**config.mk**
```make
export PLATFORM = sky130hd
export DESIGN_NAME = instr_encoder
export DESIGN_NICKNAME = d
export VERILOG_FILES = /design/src/rtl/instr_pkg.sv /design/src/rtl/instr_pack.sv /design/src/rtl/instr_encoder.sv
export SDC_FILE = /design/constraint.sdc
export NUM_CORES = 1
export LEC_CHECK = 0
export ABC_AREA = 1
export CAP_MARGIN = 20
export CORE_MARGIN = 5
export CORE_UTILIZATION = 41
export DETAILED_ROUTE_END_ITERATION = 8
export PLACE_DENSITY_LB_ADDON = 0.12
export SYNTH_ARGS = -nofsm -noshare
export SYNTH_HDL_FRONTEND = slang
export SYNTH_HIERARCHICAL = 1
export SYNTH_SLANG_ARGS = --single-unit
```
**constraint.sdc**
```tcl
create_clock -name clk -period 2.8 [get_ports clk]
set_input_delay 0.28 -clock clk [delete_from_list [all_inputs] [get_ports clk]]
set_output_delay 0.28 -clock clk [all_outputs]
set_load 0.02 [all_outputs]
```
**src/rtl/instr_pkg.sv**
```systemverilog
// Shared LEGv8 opcode constants and the encoder's operation enumeration.
// The control decoder imports the same constants so the two cannot drift apart.
package instr_pkg;

    typedef enum logic [2:0] {
        OP_LDUR    = 3'd0,
        OP_STUR    = 3'd1,
        OP_CBZ     = 3'd2,
        OP_ADD     = 3'd3,
        OP_SUB     = 3'd4,
        OP_AND     = 3'd5,
        OP_ORR     = 3'd6,
        OP_ILLEGAL = 3'd7
    } op_e;

    localparam logic [10:0] OPC_LDUR = 11'b11111000010;
    localparam logic [10:0] OPC_STUR = 11'b11111000000;
    localparam logic [10:0] OPC_ADD  = 11'b10001011000;
    localparam logic [10:0] OPC_SUB  = 11'b11001011000;
    localparam logic [10:0] OPC_AND  = 11'b10001010000;
    localparam logic [10:0] OPC_ORR  = 11'b10101010000;
    localparam logic [7:0]  OPC_CBZ  = 8'b10110100;

    // D-format offsets are 9-bit signed; the upper bits must be a pure sign extension.
    function automatic logic d_imm_in_range(input logic [18:0] imm);
        return (imm[18:8] == 11'h000) || (imm[18:8] == 11'h7ff);
    endfunction

endpackage

```
**src/rtl/instr_pack.sv**
```systemverilog
// Combinational packer: turns an operation plus register/immediate fields into
// one 32-bit LEGv8 word and flags requests that cannot be encoded.
module instr_pack
    import instr_pkg::*;
(
    input  op_e         op,
    input  logic [4:0]  rd,
    input  logic [4:0]  rn,
    input  logic [4:0]  rm,
    input  logic [18:0] imm,
    output logic [31:0] word,
    output logic        illegal
);

    always_comb begin
        // NOTE: every output gets a default first so no path through the case infers a latch.
        word    = 32'h0000_0000;
        illegal = 1'b0;
        case (op)
            OP_LDUR: begin
                word    = {OPC_LDUR, imm[8:0], 2'b00, rn, rd};
                illegal = !d_imm_in_range(imm);
            end
            OP_STUR: begin
                word    = {OPC_STUR, imm[8:0], 2'b00, rn, rd};
                illegal = !d_imm_in_range(imm);
            end
            OP_CBZ:  word = {OPC_CBZ, imm, rd};
            OP_ADD:  word = {OPC_ADD, rm, 6'b000000, rn, rd};
            OP_SUB:  word = {OPC_SUB, rm, 6'b000000, rn, rd};
            OP_AND:  word = {OPC_AND, rm, 6'b000000, rn, rd};
            OP_ORR:  word = {OPC_ORR, rm, 6'b000000, rn, rd};
            default: illegal = 1'b1;
        endcase
    end

endmodule

```
**src/rtl/instr_encoder.sv**
```systemverilog
// Accepts encode requests on a valid/ready handshake and streams the packed
// words into instruction memory at consecutive addresses until DEPTH is reached.
module instr_encoder
    import instr_pkg::*;
#(
    parameter int ADDR_W = 6,
    parameter int DEPTH  = 64
) (
    input  logic              clk,
    input  logic              reset,
    input  logic              in_valid,
    output logic              in_ready,
    input  logic [2:0]        in_op,
    input  logic [4:0]        in_rd,
    input  logic [4:0]        in_rn,
    input  logic [4:0]        in_rm,
    input  logic [18:0]       in_imm,
    output logic              wr_en,
    output logic [ADDR_W-1:0] wr_addr,
    output logic [31:0]       wr_data,
    output logic [ADDR_W:0]   count,
    output logic              full,
    output logic              err
);

    typedef enum logic {
        LOAD = 1'b0,
        FULL = 1'b1
    } state_e;

    localparam logic [ADDR_W:0] DEPTH_C = DEPTH[ADDR_W:0];

    state_e      state;
    logic        wr_en_q;
    logic [31:0] packed_word;
    logic        packed_illegal;
    logic        accept;
    logic [ADDR_W:0] count_next;

    instr_pack u_pack (
        .op      (op_e'(in_op)),
        .rd      (in_rd),
        .rn      (in_rn),
        .rm      (in_rm),
        .imm     (in_imm),
        .word    (packed_word),
        .illegal (packed_illegal)
    );

    assign full       = (state == FULL);
    assign in_ready   = !full;
    assign accept     = in_valid && in_ready;
    assign count_next = count + 1'b1;

    // A reset landing in the write cycle must kill the strobe before memory sees it.
    assign wr_en = wr_en_q && !reset;

    always_ff @(posedge clk) begin
        // NOTE: sequential state uses non-blocking assignments so all registers update together.
        if (reset) begin
            state   <= LOAD;
            wr_en_q <= 1'b0;
            wr_addr <= '0;
            wr_data <= 32'h0000_0000;
            count   <= '0;
            err     <= 1'b0;
        end else begin
            wr_en_q <= 1'b0;
            case (state)
                LOAD: begin
                    if (accept) begin
                        if (packed_illegal) begin
                            err <= 1'b1;
                        end else begin
                            wr_en_q <= 1'b1;
                            wr_addr <= count[ADDR_W-1:0];
                            wr_data <= packed_word;
                            count   <= count_next;
                            if (count_next == DEPTH_C) state <= FULL;
                        end
                    end
                end
                FULL:    state <= FULL;
                default: state <= LOAD;
            endcase
        end
    end

endmodule

```
==> impl_metrics.csv <==
group,metric,value,unit
run_status,status,"finished, final reports clean",
hold_path,hold_path_class,"reg -> reg",
sta,holdWs,0.4497,ns
route,drc,0,
yosys,yosys.area_share.simple,0.3400,
die,io_pins,89,
die,rows,28,
route,postRouteAntennaNets,0,
yosys,seq_area_frac_synth,0.3857,
route,via_count,2667,
clock_network,clkLatencyLatePin,0.30,ns
yosys,syn-num-nets,437,
route,met2_length,3125,um
final_layout,mostFrequentLayoutCells,"nand2_1 (153), clkdlybuf4s50_1 (87), a21oi_1 (55)",
route,wl_met1,3140,um
yosys,synthXorXnorAreaFrac,0.003516,
die,die_x,87.95,um
yosys,ys_ff_latch,48,
worst_setup_path,end_kind,"flip-flop",
clock_network,clk_pin_slew,0.09,ns
yosys,synthAdderAreaFrac,0.01005,
clock_network,root_buffer,"clkbuf_8",
sta,rsz0062_at_grt,"no",
final_layout,n_antenna_cell,0,
global_routing,grt_pass1_vias,2395,
final_layout,multi_input_area,1254,sq um
die,die_height,87.95,um
route,top_layer_used,"met4",
final_layout,fillers,594,
placement,place_hpwl,5135,um
clock_network,post_cts_buffers,0,
die,core-area,5921,sq um
sta,period_needed,2.040,ns
global_routing,grt_util_all_layers,0.1800,
sta,relSlewSlack,0.6818,
worst_setup_path,slowest_delay,0.63,ns
worst_setup_path,cpMaxStageDelayCell,"clkdlybuf4s50_1",
yosys,ys_types,26,
die,die-area,7735,sq um
yosys,syn_inst,395,
sta,fmax,490.3,MHz
worst_setup_path,cp_cell_sequence,"clkdlybuf4s50_1 > inv_1 > nand2_2 > inv_1 > nand3_1 > nand2_1 > inv_1 > nand3_2 > inv_2 > buf_12 > nand2_1 > a21oi_1",
route,wire_per_inst,12.16,um
final_layout,nNetsFinal,521,
global_routing,grt_max_degree,49,
placement,numPortBuffers,88,
pwr,peakVddDrop,0.2494,mV
route,drt_wl_total,6750,um
placement,place_congestion,0.8424,
sta,finalCritPeriodShare,0.7284,
sta,maxSlewViolCount,0,
final_layout,final_layout_size_suffix_gt1_frac,0.06250,
pwr,powerDensity,438.9,nW/um^2
yosys,synth_compound_area_frac,0.1497,
route,drtIter0Drc,99,
worst_setup_path,crit_required,3.03,ns
final_layout,final_common_cell,"nand2_1",
yosys,syn_area,2491,sq um
sta,tns,0,ns
global_routing,grt_pass1_wl,11020,um
worst_setup_path,path_max_fanout,27,
die,initial_core_util,0.4208,
global_routing,grt_overflow_total,0,
worst_setup_path,arrival,2.27,ns
route,drtPass1Iterations,4,
route,wl_met3,432,um
clock_network,clkSinkCount,48,
sta,setup_violations,0,
flow_run,drv_cap,0,
clock_network,hold_buffers,0,
worst_setup_path,critPathLaunchType,"input port",
yosys,synth.avg_cell_area,6.307,sq um
clock_network,cts_inserted_buffers,5,
pwr,leakage,1.519,nW
final_layout,regArea,960.9,sq um
sta,clock_skew,0.008946,ns
clock_network,cts_resized,0,
yosys,synth.area.mux_share,0,
clock_network,cts_tree,"yes",
worst_setup_path,r2r.worst_path.cells,9,
sta,hold_viol,0,
clock_network,clockBufferDepth,2,
worst_setup_path,path_common_cell,"inv_1",
final_layout,area_growth,41.08,%
clock_network,cts-htree-levels,2,
global_routing,antenna_found_initial,0,
hold_path,min_delay_path_depth,2,
worst_setup_path,path_class,"in -> reg",
yosys,synth_top_family_by_area,"simple AND/OR/NAND/NOR gates",
sta,tightestPinTransition,0.4772,ns
route,avgViaCountPerCell,4.805,
yosys,synth_warnings,6,
through the flow:
| stage | instances | setup WS (ns) | utilization | area (sq um) | power (mW) |
|---|---|---|---|---|---|
| final | 555 | 0.7605 | 0.5936 | 3515 | 1.543 |
| after detailed placement | 547 | 0.4291 | 0.5773 | 3418 | 1.122 |
| after global placement | 547 | 0.4989 | 0.5773 | 3418 | 1.117 |
| after global routing | 555 | 0.4960 | 0.5936 | 3515 | 1.636 |
| after floorplan | 395 | 1.214 | - | 2491 | 0.9556 |
| after CTS | 555 | 0.7568 | 0.5936 | 3515 | 1.565 |
worst max-delay path: cells and delay by family:
kind,cells,cell delay (ns)
buffers and inverters,6,1.38
and+or+nand+nor,5,0.48
AOI/OAI and AO/OA,1,0.12
cell usage after synthesis (all sizes together):
library cell,number,share of area
nand2,155,0.24
nor3,1,0.0040
inv,47,0.071
o22ai,1,0.0025
o21ai,10,0.020
nand3,12,0.032
clkbuf,6,0.0090
nand4,3,0.0075
a21oi,56,0.11
nor3b,1,0.0030
buf,11,0.031
a22o,2,0.0070
ha,2,0.010
xor2,1,0.0035
o21bai,1,0.0030
a211oi,1,0.0030
dfxtp,48,0.39
nor2,37,0.058
kinds of logic after synthesis:
kind of cell | count (synthesis)
flip-flops | 48
AND/OR/NAND/NOR | 209
AO/OA/AOI/OAI | 71
buffers and inverters | 64
XOR/XNOR | 1
adder cells (fa/ha/maj) | 2
worst paths after layout:
path / startpoint / to / slack (ns)
hold reg to reg: err / err / 0.45
setup / recovery: in_op[1] / wr_data[17] / 0.76
setup reg to reg: count[1] / full / 1.38
hold / removal: err / err / 0.45
registers in the layout (all words and copies together), names as in the netlist:
name,flops
full,1
wr_en_q,1
count,7
err,1
wr_data,32
wr_addr,6
layer usage:
metal	GRT usage	vias to the layer above
met5	0	-
met4	0.05160	0
met3	0.03669	4
met2	0.2897	67
met1	0.2441	1205
li1	-	1391
where the power goes:
part           switching [mW]  internal [mW]
logic                   0.196          0.165
registers              0.0251          0.717
clock network           0.237          0.202
area by class of cell:
class | count | area share
flip-flops and latches | 48 | 0.2734
inverters | 47 | 0.05020
repair buffers | 94 | 0.2656
clock buffers | 6 | 0.02350
clock inverters | 2 | 0.003916
well taps | 75 | 0.02670
multi-input cells | 283 | 0.3567
No activity file was read; power rests on OpenSTA's default activity.
